## config.mk

```make
export PLATFORM = sky130hd
export DESIGN_NAME = exhaustive_sweep_engine
export DESIGN_NICKNAME = d
export VERILOG_FILES = /design/src/rtl/exhaustive_sweep_engine.sv
export SDC_FILE = /design/constraint.sdc
export NUM_CORES = 1
export LEC_CHECK = 0
export CORE_UTILIZATION = 46
export CTS_CLUSTER_SIZE = 40
export DETAILED_ROUTE_END_ITERATION = 6
export GPL_TIMING_DRIVEN = 0
export HOLD_SLACK_MARGIN = 0.15
export PLACE_DENSITY = 0.79
export SLEW_MARGIN = 25
export SYNTH_ARGS = -nofsm -noshare
export SYNTH_HDL_FRONTEND = slang
export SYNTH_SLANG_ARGS = --single-unit
```

## constraint.sdc

```tcl
create_clock -name CK -period 1.72 [get_ports CK]
set_input_delay 0.344 -clock CK [delete_from_list [all_inputs] [get_ports CK]]
set_output_delay 0.344 -clock CK [all_outputs]
set_load 0.1 [all_outputs]
```

## src/rtl/exhaustive_sweep_engine.sv

```systemverilog
// Exhaustive stimulus sequencer: walks all 2^IN_W input vectors in binary or Gray order,
// captures each DUT response onto a valid/ready log stream and folds every pair into a MISR.
`timescale 1ns/1ps
module exhaustive_sweep_engine #(
  parameter int          IN_W       = 5,
  parameter int          OUT_W      = 1,
  parameter int          SETTLE_CYC = 1,
  parameter int          SIG_W      = 16,
  parameter logic [31:0] POLY       = 32'h1021
) (
  input  logic             CK,
  input  logic             reset,
  input  logic             start,
  input  logic             gray_mode,
  input  logic             abort,
  output logic [IN_W-1:0]  dut_in,
  input  logic [OUT_W-1:0] dut_out,
  output logic             log_valid,
  input  logic             log_ready,
  output logic [IN_W-1:0]  log_pattern,
  output logic [OUT_W-1:0] log_response,
  output logic             busy,
  output logic             done,
  output logic [IN_W:0]    vec_count,
  output logic [SIG_W-1:0] signature
);

  typedef enum logic [1:0] {IDLE, APPLY, CAPTURE} state_t;

  localparam int                CNT_W       = $clog2(SETTLE_CYC + 1);
  localparam logic [CNT_W-1:0]  SETTLE_LAST = CNT_W'(SETTLE_CYC - 1);
  localparam logic [IN_W-1:0]   LAST_IDX    = '1;
  localparam logic [SIG_W-1:0]  POLY_W      = POLY[SIG_W-1:0];

  state_t             state_q;
  logic [IN_W-1:0]    index_q;
  logic [CNT_W-1:0]   settle_q;
  logic               gray_q;
  logic [IN_W-1:0]    dut_in_q;
  logic               log_valid_q;
  logic [IN_W-1:0]    log_pattern_q;
  logic [OUT_W-1:0]   log_response_q;
  logic               busy_q;
  logic               done_q;
  logic [IN_W:0]      vec_count_q;
  logic [SIG_W-1:0]   sig_q;

  logic [IN_W-1:0]    index_d;
  logic [SIG_W-1:0]   sig_d;
  logic [SIG_W-1:0]   pair_word;

  function automatic logic [IN_W-1:0] map_index(input logic [IN_W-1:0] idx, input logic gray);
    return gray ? (idx ^ (idx >> 1)) : idx;
  endfunction

  assign index_d   = index_q + IN_W'(1);
  assign pair_word = SIG_W'({log_pattern_q, log_response_q});
  assign sig_d     = {sig_q[SIG_W-2:0], 1'b0} ^ (sig_q[SIG_W-1] ? POLY_W : '0) ^ pair_word;

  // NOTE: sequential state uses non-blocking assignments so every register samples pre-edge values.
  always_ff @(posedge CK or posedge reset) begin
    if (reset) begin
      state_q        <= IDLE;
      index_q        <= '0;
      settle_q       <= '0;
      gray_q         <= 1'b0;
      dut_in_q       <= '0;
      log_valid_q    <= 1'b0;
      log_pattern_q  <= '0;
      log_response_q <= '0;
      busy_q         <= 1'b0;
      done_q         <= 1'b0;
      vec_count_q    <= '0;
      sig_q          <= '0;
    end else begin
      case (state_q)
        IDLE: begin
          if (start && !abort) begin
            index_q     <= '0;
            settle_q    <= '0;
            gray_q      <= gray_mode;
            dut_in_q    <= '0;
            vec_count_q <= '0;
            sig_q       <= '0;
            done_q      <= 1'b0;
            busy_q      <= 1'b1;
            state_q     <= APPLY;
          end
        end
        APPLY: begin
          if (abort) begin
            state_q     <= IDLE;
            busy_q      <= 1'b0;
            done_q      <= 1'b0;
            log_valid_q <= 1'b0;
            dut_in_q    <= '0;
          end else if (settle_q == SETTLE_LAST) begin
            log_response_q <= dut_out;
            log_pattern_q  <= dut_in_q;
            log_valid_q    <= 1'b1;
            state_q        <= CAPTURE;
          end else begin
            settle_q <= settle_q + CNT_W'(1);
          end
        end
        CAPTURE: begin
          if (abort) begin
            state_q     <= IDLE;
            busy_q      <= 1'b0;
            done_q      <= 1'b0;
            log_valid_q <= 1'b0;
            dut_in_q    <= '0;
          end else if (log_ready) begin
            log_valid_q <= 1'b0;
            vec_count_q <= vec_count_q + (IN_W+1)'(1);
            sig_q       <= sig_d;
            // The last vector ends the sweep instead of wrapping the index.
            if (index_q == LAST_IDX) begin
              state_q  <= IDLE;
              busy_q   <= 1'b0;
              done_q   <= 1'b1;
              dut_in_q <= '0;
            end else begin
              index_q  <= index_d;
              dut_in_q <= map_index(index_d, gray_q);
              settle_q <= '0;
              state_q  <= APPLY;
            end
          end
        end
        default: state_q <= IDLE;
      endcase
    end
  end

  assign dut_in       = dut_in_q;
  assign log_valid    = log_valid_q;
  assign log_pattern  = log_pattern_q;
  assign log_response = log_response_q;
  assign busy         = busy_q;
  assign done         = done_q;
  assign vec_count    = vec_count_q;
  assign signature    = sig_q;

endmodule

```

==> metrics <==
setup violators final=12; die area=0.004962 sq mm; failing checks=negative setup slack; DPL Wire Length=3.407 mm; VDD IR-drop max=1764 uV; Mapped Avg Cell Area=9.208 sq um; cell count after synthesis=234; gr ovfl total=0; final RePlAce weighted congestion=0.7354; number of warnings issued by yosys=0; worst slew pin tran=0.5568 ns; die width=70.44 microns; final net count=311; site row count=24; port buffer count=41; clock sink total=44; Initial DRC Count=131; Fin. Hold Viols=0; Hold-fix buffers, CTS=0; Syn Nets=248; vias in the first global route=1876; layout cells sized above 1=33.22%; H-Tree Depth=2; WL met2=2.856 mm; Worst EP arrival=2.06 ns; P_leak=1.482 nW; DR DRC count=0; Netlist cell types=29; Design Power=4.444 mW; global-route wire length before repair=8.901 mm; Tmin final=1.811 ns; Critical Path RT=1.97 ns; Crit. End Element=register; overall global routing resource usage=23.10%; Top FF cell, synth=dfrtp_1; Worst Setup Start Kind=register; Skew-Pair Late Insertion Delay=0.31 ns; unrepaired setup endpoints after global routing=yes; CTS Root Cell=clkbuf_8; WL final=5.371 mm; delay-heaviest family, CP=simple AND/OR/NAND/NOR gates; slowest CP cell=or4_1; Worst Skew=0.008903 ns; CTS Buf Count=5; CTS Buffer Depth=2; Worst Slack Setup Final=-0.09139 ns; Post-synth ARST share=100.0%; worst min path class=input port to async pin; Highest Signal Layer=met4; met1 WL=2.262 mm; DR pass1 iterations=4; Antenna diodes=0; status=complete, but fails checks; routed len/inst=15.35 microns; pwr dens=1435 mW/mm^2; Slew Limit Headroom=63.05%; worst reg2reg setup slack=-0.09 ns; worst hold margin=0.3009 ns; Max stage delay on crit path=0.41 ns; Placement Cell Area=0.002708 sq mm; largest net degree at the start of global routing=33; CP max FO=4; crit path cell chain=inv_2 -> ha_4 -> nor2b_4 -> or3_4 -> or4_1 -> nand2_1 -> a22o_1; Post-synth EDFFs=0; FF-to-FF path depth=7; Area growth syn-to-layout=43.73%; Critical path buffers and inverters=1; initial antenna violation count=0; maxcap violations=0; fmax=552.1 MHz; num ports=43; via count=1893; Slew Limit Fails=0; post-route ant nets=0; Die Height=70.44 microns; CTS tree=yes; vias per inst=5.409; met3 wire len=199 microns; post-synthesis sequential area ratio=51.10%; Clock transition at path regs=0.09 ns; WS Path Type=register to register; Worst Setup SP=state_q[0]; WP depth=7; Final Instance Area=0.003097 sq mm; Initial Util=48.81%; Util after Layout=70.15%; reg2reg start=state_q[0]; Post-Place Setup Slack=-0.4483 ns; Core Area=0.004414 sq mm; Cell Area, Synth=0.002155 sq mm; final period utilization=105.3%; Synth Register Bits=44
## area by class of cell
class	instances	area [sq um]
Inverter	9	33.78
Timing Repair Buffer	58	596.8
Clock buffer	5	68.82
Buffer	11	97.59
Sequential cell	44	1107
Fill cell	332	1318
Tap cell	52	65.06
Multi-Input combinational cell	168	1109
Clock inverter	3	18.77
## placed cells by master (no fill, tap or decap), types with 3 or more instances in the layout
cell,count
a21o_1,3
a21oi_1,4
a22o_1,5
buf_4,13
clkbuf_2,4
clkbuf_4,3
clkbuf_8,8
clkdlybuf4s15_2,35
clkdlybuf4s50_1,5
dfrtp_1,39
dfrtp_2,5
ha_4,4
inv_1,6
inv_2,3
mux2i_1,4
nand2_1,57
nand2b_1,5
nand3_1,25
nor2_1,6
nor2b_4,3
o21ai_0,10
o21ai_1,3
o31ai_1,3
xnor2_1,4
xor2_1,8
## state kept, by name, indices dropped and copies added, names as in the netlist
signal,cells
state_q,2
log_pattern,5
done,1
log_valid,1
index_q,5
gray_q,1
dut_in,5
busy,1
vec_count,6
signature,16
log_response,1
## cell usage after synthesis, types with 2 or more instances
cell type  number  area [sq um]
and3_1          2         12.51
nor2b_1         3         18.77
nand3_1        25         125.1
a22o_1          5         43.79
inv_1           9         33.78
mux2i_1         4         40.04
o21ai_0        13         65.06
mux2_2          2         22.52
nor2_1          7         26.28
xnor2_1         5         43.79
a21oi_1         5         25.02
clkbuf_1       12         45.04
ha_1            7         87.58
dfrtp_1        44          1101
a21o_1          3         22.52
nand4b_1        2         17.52
nand2b_1        5         31.28
o31ai_1         3         22.52
nor3_1          3         15.01
xor2_1          8         70.07
nand2_1        59         221.5
## power breakdown
group	internal [mW]	total, mW	switching, mW	leakage (nW)
clock	0.283	0.661	0.377	0.0479
sequential	1.20	1.38	0.184	0.592
combinational	0.873	2.40	1.53	0.841
total	2.36	4.44	2.09	1.48
## timing repair
item                                    in CTS  in global routing
gates cloned                                 3                  0
endpoints found under the setup margin      71                 34
setup buffers                               12                  1
pin swaps                                    9                  5
resized for setup                          136                 13
## stage by stage
step | cells | TNS (ns)
after CTS | 349 | -0.1881
after global placement | 327 | -39.52
after floorplan | 234 | -0.1306
after global routing | 350 | -2.143
final | 350 | -0.4746
after detailed placement | 328 | -15.02
## routing by layer
layer	global-route usage (%)	vias up
met5	0	-
met3	4.329	6
met4	7.778	0
met1	28.29	931
met2	40.53	42
li1	-	914
## path summary, 6_finish.rpt
path                                 endpoint
max in group asynchronous        signature[8]
min in group CK                 signature[12]
worst max register to register     index_q[3]
worst min-delay path             vec_count[5]
worst max-delay path               index_q[3]
worst min register to register  signature[12]
## cell families after synthesis
logic type               after synthesis  share of synthesized area (%)
AND/OR/NAND/NOR                      110                          23.06
flip-flops                            44                          51.10
AO/OA/AOI/OAI                         32                          9.698
buffers and inverters                 22                          3.890
XOR/XNOR                              13                          5.285
adder cells (fa/ha/maj)                7                          4.065
multiplexers                           6                          2.904
Note: power is estimated with default switching activity, not from simulation.
